## config.mk

```make
export PLATFORM = sky130hd
export DESIGN_NAME = alu_issue
export DESIGN_NICKNAME = d
export VERILOG_FILES = /design/src/rtl/alu_pkg.sv /design/src/rtl/alu_op_decode.sv /design/src/rtl/alu_issue.sv
export SDC_FILE = /design/constraint.sdc
export NUM_CORES = 1
export LEC_CHECK = 0
export CAP_MARGIN = 20
export CELL_PAD_IN_SITES_DETAIL_PLACEMENT = 0
export CELL_PAD_IN_SITES_GLOBAL_PLACEMENT = 1
export CORE_MARGIN = 4
export CORE_UTILIZATION = 30
export DETAILED_ROUTE_END_ITERATION = 8
export PLACE_DENSITY_LB_ADDON = 0.1
export SYNTH_ARGS = -nofsm -noshare
export SYNTH_HDL_FRONTEND = slang
export SYNTH_HIERARCHICAL = 1
export SYNTH_SLANG_ARGS = --single-unit
```

## constraint.sdc

```tcl
create_clock -name clk -period 1.8 [get_ports clk]
set_input_delay 0.27 -clock clk [delete_from_list [all_inputs] [get_ports clk]]
set_output_delay 0.27 -clock clk [all_outputs]
set_load 0.02 [all_outputs]
```

## src/rtl/alu_pkg.sv

```systemverilog
// Shared opcode, ALU control and state encodings for the ALU issue block.
// Imported by alu_op_decode and alu_issue.
package alu_pkg;

  localparam logic [3:0] OP_AND     = 4'd0;
  localparam logic [3:0] OP_OR      = 4'd1;
  localparam logic [3:0] OP_ADD     = 4'd2;
  localparam logic [3:0] OP_SUB     = 4'd3;
  localparam logic [3:0] OP_NOR     = 4'd4;
  localparam logic [3:0] OP_NAND    = 4'd5;
  localparam logic [3:0] OP_SLT     = 4'd6;
  localparam logic [3:0] OP_SGT     = 4'd7;
  localparam logic [3:0] OP_SLE     = 4'd8;
  localparam logic [3:0] OP_SGE     = 4'd9;
  localparam logic [3:0] OP_SEQ     = 4'd10;
  localparam logic [3:0] OP_SNE     = 4'd11;
  localparam logic [3:0] OP_ABSDIFF = 4'd12;

  // ctrl[3]=A_invert, ctrl[2]=B_invert/cin, ctrl[1:0]=operation
  localparam logic [3:0] CTRL_AND  = 4'b0000;
  localparam logic [3:0] CTRL_OR   = 4'b0001;
  localparam logic [3:0] CTRL_ADD  = 4'b0010;
  localparam logic [3:0] CTRL_SUB  = 4'b0110;
  localparam logic [3:0] CTRL_SLT  = 4'b0111;
  localparam logic [3:0] CTRL_NOR  = 4'b1100;
  localparam logic [3:0] CTRL_NAND = 4'b1101;

  localparam logic [2:0] BONUS_SLT  = 3'b000;
  localparam logic [2:0] BONUS_SGT  = 3'b001;
  localparam logic [2:0] BONUS_SLE  = 3'b010;
  localparam logic [2:0] BONUS_SGE  = 3'b011;
  localparam logic [2:0] BONUS_SNE  = 3'b100;
  localparam logic [2:0] BONUS_SEQ  = 3'b110;
  localparam logic [2:0] BONUS_NONE = 3'b111;

  typedef enum logic [1:0] {
    ST_IDLE,
    ST_EXEC1,
    ST_EXEC2,
    ST_RESP
  } state_e;

endpackage

```

## src/rtl/alu_op_decode.sv

```systemverilog
// Combinational opcode decoder: op_i -> ALU ctrl_o, bonus_o, illegal_o.
// Illegal opcodes decode to a harmless AND/NONE with illegal_o=1.
module alu_op_decode
  import alu_pkg::*;
#(
  parameter int OPW = 4
) (
  input  logic [OPW-1:0] op_i,
  output logic [3:0]     ctrl_o,
  output logic [2:0]     bonus_o,
  output logic           illegal_o
);

  always_comb begin
    ctrl_o    = CTRL_AND;
    bonus_o   = BONUS_NONE;
    illegal_o = 1'b0;
    unique case (op_i)
      OP_AND:     ctrl_o = CTRL_AND;
      OP_OR:      ctrl_o = CTRL_OR;
      OP_ADD:     ctrl_o = CTRL_ADD;
      OP_SUB:     ctrl_o = CTRL_SUB;
      OP_NOR:     ctrl_o = CTRL_NOR;
      OP_NAND:    ctrl_o = CTRL_NAND;
      OP_SLT: begin
        ctrl_o  = CTRL_SLT;
        bonus_o = BONUS_SLT;
      end
      OP_SGT: begin
        ctrl_o  = CTRL_SLT;
        bonus_o = BONUS_SGT;
      end
      OP_SLE: begin
        ctrl_o  = CTRL_SLT;
        bonus_o = BONUS_SLE;
      end
      OP_SGE: begin
        ctrl_o  = CTRL_SLT;
        bonus_o = BONUS_SGE;
      end
      OP_SEQ: begin
        ctrl_o  = CTRL_SLT;
        bonus_o = BONUS_SEQ;
      end
      OP_SNE: begin
        ctrl_o  = CTRL_SLT;
        bonus_o = BONUS_SNE;
      end
      OP_ABSDIFF: ctrl_o = CTRL_SUB;
      default:    illegal_o = 1'b1;
    endcase
  end

endmodule

```

## src/rtl/alu_issue.sv

```systemverilog
// Issue/writeback front end for the ripple ALU: req handshake in,
// one or two ALU passes, registered result/flags out on rsp handshake.
module alu_issue
  import alu_pkg::*;
#(
  parameter int WIDTH = 32,
  parameter int OPW   = 4
) (
  input  logic             clk,
  input  logic             rst_n,
  input  logic             req_valid,
  output logic             req_ready,
  input  logic [OPW-1:0]   req_op,
  input  logic [WIDTH-1:0] req_a,
  input  logic [WIDTH-1:0] req_b,
  output logic [WIDTH-1:0] alu_src1,
  output logic [WIDTH-1:0] alu_src2,
  output logic [3:0]       alu_ctrl,
  output logic [2:0]       alu_bonus,
  input  logic [WIDTH-1:0] alu_result,
  input  logic             alu_zero,
  input  logic             alu_cout,
  input  logic             alu_ovf,
  output logic             rsp_valid,
  input  logic             rsp_ready,
  output logic [WIDTH-1:0] rsp_data,
  output logic             rsp_zero,
  output logic             rsp_cout,
  output logic             rsp_ovf,
  output logic             rsp_err
);

  state_e           state_q, state_d;
  logic [OPW-1:0]   op_q, op_d;
  logic [WIDTH-1:0] a_q, a_d;
  logic [WIDTH-1:0] b_q, b_d;
  logic [WIDTH-1:0] data_q, data_d;
  logic             zero_q, zero_d;
  logic             cout_q, cout_d;
  logic             ovf_q, ovf_d;
  logic             err_q, err_d;

  logic [3:0]       dec_ctrl;
  logic [2:0]       dec_bonus;
  logic             dec_illegal;

  alu_op_decode #(
    .OPW(OPW)
  ) u_dec (
    .op_i      (op_q),
    .ctrl_o    (dec_ctrl),
    .bonus_o   (dec_bonus),
    .illegal_o (dec_illegal)
  );

  always_ff @(posedge clk) begin
    if (!rst_n) begin
      state_q <= ST_IDLE;
      op_q    <= '0;
      a_q     <= '0;
      b_q     <= '0;
      data_q  <= '0;
      zero_q  <= 1'b0;
      cout_q  <= 1'b0;
      ovf_q   <= 1'b0;
      err_q   <= 1'b0;
    end else begin
      state_q <= state_d;
      op_q    <= op_d;
      a_q     <= a_d;
      b_q     <= b_d;
      data_q  <= data_d;
      zero_q  <= zero_d;
      cout_q  <= cout_d;
      ovf_q   <= ovf_d;
      err_q   <= err_d;
    end
  end

  always_comb begin
    state_d   = state_q;
    op_d      = op_q;
    a_d       = a_q;
    b_d       = b_q;
    data_d    = data_q;
    zero_d    = zero_q;
    cout_d    = cout_q;
    ovf_d     = ovf_q;
    err_d     = err_q;
    alu_ctrl  = CTRL_AND;
    alu_bonus = BONUS_NONE;
    alu_src1  = a_q;
    alu_src2  = b_q;
    unique case (state_q)
      ST_IDLE: begin
        if (req_valid) begin
          op_d    = req_op;
          a_d     = req_a;
          b_d     = req_b;
          state_d = ST_EXEC1;
        end
      end
      ST_EXEC1: begin
        alu_ctrl  = dec_ctrl;
        alu_bonus = dec_bonus;
        state_d   = ST_RESP;
        if (dec_illegal) begin
          data_d = '0;
          zero_d = 1'b0;
          cout_d = 1'b0;
          ovf_d  = 1'b0;
          err_d  = 1'b1;
        end else begin
          data_d = alu_result;
          zero_d = alu_zero;
          cout_d = alu_cout;
          ovf_d  = alu_ovf;
          err_d  = 1'b0;
          // negative raw a-b: redo as b-a
          if (op_q == OP_ABSDIFF && alu_result[WIDTH-1])
            state_d = ST_EXEC2;
        end
      end
      ST_EXEC2: begin
        alu_ctrl = CTRL_SUB;
        alu_src1 = b_q;
        alu_src2 = a_q;
        data_d   = alu_result;
        zero_d   = alu_zero;
        cout_d   = alu_cout;
        ovf_d    = alu_ovf;
        state_d  = ST_RESP;
      end
      ST_RESP: begin
        if (rsp_ready)
          state_d = ST_IDLE;
      end
    endcase
  end

  // gated so ready stays low while reset is held
  assign req_ready = rst_n & (state_q == ST_IDLE);
  assign rsp_valid = (state_q == ST_RESP);
  assign rsp_data  = data_q;
  assign rsp_zero  = zero_q;
  assign rsp_cout  = cout_q;
  assign rsp_ovf   = ovf_q;
  assign rsp_err   = err_q;

endmodule

```

Word level (Yosys, flattened, before mapping)
Cells that the tools add are included.
{ "totals": {"ff_bits": 106, "latchBits": 0, "ramBits": 0, "romBits": 0, "inputBits": 107, "output_inout_bits": 109, "mem_count": 0} }
{ "classes": {"addsub": 0, "n_mul": 0, "div_mod_pow": 0, "magnitude_cmp": 0, "n_eq_ne": 17, "shifts": 0, "muxes": 20, "bitwise_logic": 1, "n_reduce_logical": 9} }
{ "op_table": {"columns": ["op", "n"], "rows": [
  ["32-bit two-way mux", 3],
  ["32-bit one-hot mux with 2 select lines", 1],
  ["4-bit one-hot mux with 6 select lines", 1],
  ["4-bit equality test, second input constant", 5],
  ["3-bit one-hot mux with 6 select lines", 1],
  ["4-bit by 3-bit equality test with 1-bit output, second input constant", 4],
  ["13-bit OR reduction", 1],
  ["4-bit by 2-bit equality test with 1-bit output, second input constant", 2],
  ["2-bit one-hot mux with 4 select lines", 1],
  ["4-bit one-hot mux with 2 select lines", 1],
  ["1-bit two-way mux", 6],
  ["1-bit one-hot mux with 2 select lines", 3],
  ["6-bit OR reduction", 1],
  ["2-bit equality test, second input constant", 2],
  ["4-bit by 1-bit equality test with 1-bit output, second input constant", 1],
  ["4-bit logical NOT", 1],
  ["2-bit two-way mux", 2],
  ["2-bit AND reduction", 2],
  ["3-bit two-way mux", 1],
  ["2-bit by 1-bit equality test with 1-bit output, second input constant", 1],
  ["2-bit logical NOT", 1],
  ["2-bit by 1-bit != test with 1-bit output, second input constant", 1],
  ["2-bit != test, second input constant", 1],
  ["2-bit nonzero test", 1],
  ["3 further kinds", 3]
]} }

Logic depth before layout (Yosys ltp)
{ "depth": {"depth_word": 5, "ltp_mapped": 8} }

Cells and area by module
The synthesis kept the hierarchy.
{ "modules_own_cells": {"columns": ["mod", "instances", "cells_per_inst", "area_each_um2", "seq_area_each_um2"], "rows": [
  ["alu_issue", 1, 563, 4849.7, 2122.0],
  ["alu_op_decode", 1, 21, 161.4, 0.0]
]} }

Worst setup path before layout
Ideal clock, no wire load.
{ "synth_timing": {"kind": "flip-flop to output port", "from": "reg state_q[0]", "to": "out alu_ctrl[1]", "arrival_time_ns": 1.421, "path_slack_ns": 0.109, "path_stages_with_launch": 6, "cell_sequence": "dfxtp_1 inv_1 ha_1 buf_2 buf_2 nor2b_1"} }
{ "synth_via": {"elab_chain_cells": 2, "word_cells_on_any_way": 3, "classes_between": "2 x eq/ne; 1 x mux"} }
{ "synth_lines": {"columns": ["element", "line", "text"], "rows": [
  ["start, declared", "alu_issue.sv:33", "state_e state_q, state_d;"],
  ["start signal, assigned", "alu_issue.sv:68", "state_q <= state_d;"],
  ["2-bit equality test / 2-bit by 1-bit equality test with 1-bit output (equally long branches)", "alu_issue.sv:94", "unique case (state_q)"],
  ["4-bit one-hot mux with 2 select lines *", "alu_issue.sv:94", null],
  ["end, declared", "alu_issue.sv:18", "output logic [3:0] alu_ctrl,"]
]} }
Every way passes the cells marked *; elsewhere a longest branch is shown, timed or not.

Worst setup path in the final report
{ "layout_timing": {"from": "reg state_q[0]", "to": "out alu_src2[7]"} }
{ "layout_via": {"elab_chain_cells": 2} }
{ "layout_lines": {"columns": ["element", "line", "text"], "rows": [
  ["2-bit equality test", "alu_issue.sv:94", null],
  ["32-bit two-way mux", "alu_issue.sv:94", null],
  ["end, declared", "alu_issue.sv:17", "output logic [WIDTH-1:0] alu_src2,"]
]} }
Every way passes these cells.

==> summary.md <==
| Metric | Value |
|---|---|
| FMAX | 0.4979 GHz |
| Die width | 137.2 um |
| Syn Std Cell Area | 0.005011 sq mm |
| Die ar. | approximately 0.019 sq mm |
| Synth Flop Type | dfxtp_1 |
| Max H-tree Level | 3 |
| Total routed wirelength | about 17000 um |
| Register bit total from synthesis | 106 |
| Min Hold Slack | 0.4628 ns |
| Failing checks | setup timing |
| Largest net degree at the start of global routing | 72 |
| Die Ht | 137.2 um |
| Initial antenna violation count | 0 |
| Port bufs | 215 |
| RePlAce Congestion | 0.7396 |
| Synth area leader | dfxtp_1 |
| Wire per inst | 16.36 um |
| Worst setup SP type | flip-flop |
| Slew @ Worst Pin | 0.4299 ns |
| Clock sinks | around 110 |
| Rel. slew slack | 0.7097 |
| Cell Rows | 46 |
| CTS tree | built |
| CP top delay family | buffers and inverters |
| Status | finished with violations |
| CP Max Fanout | 13 |
| Starting Density | 0.3109 |
| CORE AREA | 0.01612 sq mm |
| Power Density | 1526 mW/mm^2 |
| Post-detail-place hpwl | about 11000 um |
| Fraction of registers with async set/reset | 0 |
| Hold Violations, Final | 0 |
| Place WS | -0.1967 ns |
| Fin crit period | 2.009 ns |
| Initial DRC count | 126 |
| Core Util, Final | 0.5170 |
| Routed Antenna Nets | 0 |
| Mapped Nets | 696 |
| Ys Warns | 6 |
| Setup ws final | -0.2086 ns |
| Crit path kind | flip-flop to output pin |
| Yosys top cell area share | 0.4235 |
| Post-Syn Area per Cell | 8.581 sq um |
| Cells after Synth | 584 |
| Layout cells sized above 1 | 0.2738 |
| CP Capture Type | output pin |
| RSZ-0062 raised after global routing | yes |
| Routed via count | 4894 |
| First-pass GRT wire length | 24520 um |
| Worst hold path type | primary input to flip-flop |
| Num ports | between 200 and 250 |
| Leakage | roughly 3.3 nW |
| Setup-failing EPs final | 66 |
| CTS Root Cell | clkbuf_16 |
| Ant diodes | 0 |
| Commonest non-fill, non-tap cell in the layout | clkdlybuf4s50_1 |
| GR Overflow Total | 0 |
| Clk slew on worst S/H paths | 0.07 ns |
| CTS Buf Count | 9 |
| Slowest-stage cell, CP | dfxtp_2 |
| Total power | 12.71 mW |
| Critical path data arrival time | 1.74 ns |
| Synth top area cells | dfxtp_1 (42%), mux2_2 (14%), a21oi_1 (11%), nand2_1 (10%), o211ai_1 (5.2%) |
| CP Buf/Inv Count | 4 |
| Clock skew | 0.005490 ns |
| Max VDD drop | 671.6 uV |
| Period utilization | 1.116 |
| Nets | 925 |
| Max-slew violations | 0 |
| DRC | 0 |
| Fill count | 1487 |
| DRT Pass-1 Iters | 4 |
| Crit-path cells | inv_2 -> ha_4 -> buf_12 -> buf_4 -> mux2_2 -> buf_2 |
| Number of synthesized flops with an enable pin | 0 |
| Netlist cell types | 34 |
| Max-Cap Viols | 0 |
| Total Neg Setup Slack | -9.458 ns |
| Layout Area Growth over Synthesis | 66.27% |
| Vias in the first global route | 4672 |
| Clock latency on the worst-skew pair | 0.35 ns |
| Sequential share of the synthesized area | 0.4235 |
| Routed vias/inst | 4.733 |
| Most frequent cells in the layout | clkdlybuf4s50_1 (142), nand2_1 (136), a21oi_1 (106), dfxtp_1 (100), buf_6 (56) |
| CP Data Required Time | 1.53 ns |
| CTS max path bufs | 2 |
| GRT Total Usage | 0.1652 |
| Post-CTS Hold Fix Bufs | 0 |
| Slowest stage delay, CP | 0.32 ns |
[metrics by stage]
step | cell area [sq um] | std cells
after CTS | 7725 | 1012
final | 8332 | 1034
after global routing | 8332 | 1034
after detailed placement | 7473 | 990
after global placement | 7473 | 990
after floorplan | 5011 | 584
[sequential cells by signal, summed over array words and instances, names as in the netlist, 2 cells and up]
name	count
a_q	32
b_q	32
op_q	4
rsp_data	32
state_q	2
[metal layers]
layer | track usage | part of all wire | vias to the layer above
li1 | - | - | 2450
met1 | 0.2069 | 0.43 | 2278
met2 | 0.2717 | 0.48 | 147
met3 | 0.05953 | 0.074 | 19
met4 | 0.03991 | 0.014 | 0
met5 | 0 | 0 | -
[Yosys cell counts, types with 2 or more instances]
master	instances
nand2_1	137
a21oi_1	108
dfxtp_1	106
mux2_2	64
nand2b_1	39
o211ai_1	35
buf_2	23
clkbuf_1	13
buf_4	7
buf_1	5
ha_1	5
inv_1	5
mux2i_1	5
nor2b_1	5
buf_6	4
and2_1	2
and3_1	2
nor3b_1	2
o21ai_0	2
[area by class of cell]
class	count	area, sq um	area share
well taps	216	270.3	0.03244
clock inverters	4	73.82	0.008860
repair buffers	270	2765	0.3319
multi-input cells	419	2814	0.3377
flip-flops and latches	106	2135	0.2562
inverters	7	27.53	0.003304
clock buffers	12	246.5	0.02958
[tightest hold or removal path: stages]
cell	delay (ns)
clkdlybuf4s50_1	0.40
nand2_1	0.06
a21oi_1	0.05
[worst paths after layout]
kind | startpoint | to | slack (ns) | depth (start not counted)
setup reg to reg | state_q[1] | state_q[1] | 0.13 | 5
hold reg to reg | b_q[30] | b_q[30] | 0.47 | 2
setup / recovery | state_q[0] | alu_src2[7] | -0.21 | 6
hold / removal | req_op[3] | op_q[3] | 0.46 | 3
[what timing repair did]
| action | in CTS | in global routing |
|---|---|---|
| endpoints found under the setup margin | 74 | 72 |
| pin swaps | 0 | 2 |
| resized for setup | 307 | 148 |
| endpoints found under the hold margin | 0 | 0 |
| gates cloned | 0 | 4 |
| setup buffers | 6 | 18 |
[logic make-up after synthesis]
kind of cell / synth area share
compound gates: 0.1745
fa+ha+maj: 0.01248
buf+inv: 0.06117
flops: 0.4235
mux: 0.1538
simple gates: 0.1745
[where the power goes]
group | leakage [nW] | switching [mW] | internal, mW
Sequential | 0.872 | 0.447 | 2.99
Combinational | 2.25 | 3.43 | 3.70
Clock | 0.157 | 0.886 | 1.26
Total | 3.28 | 4.77 | 7.95
Note: power is estimated with default switching activity, not from simulation.
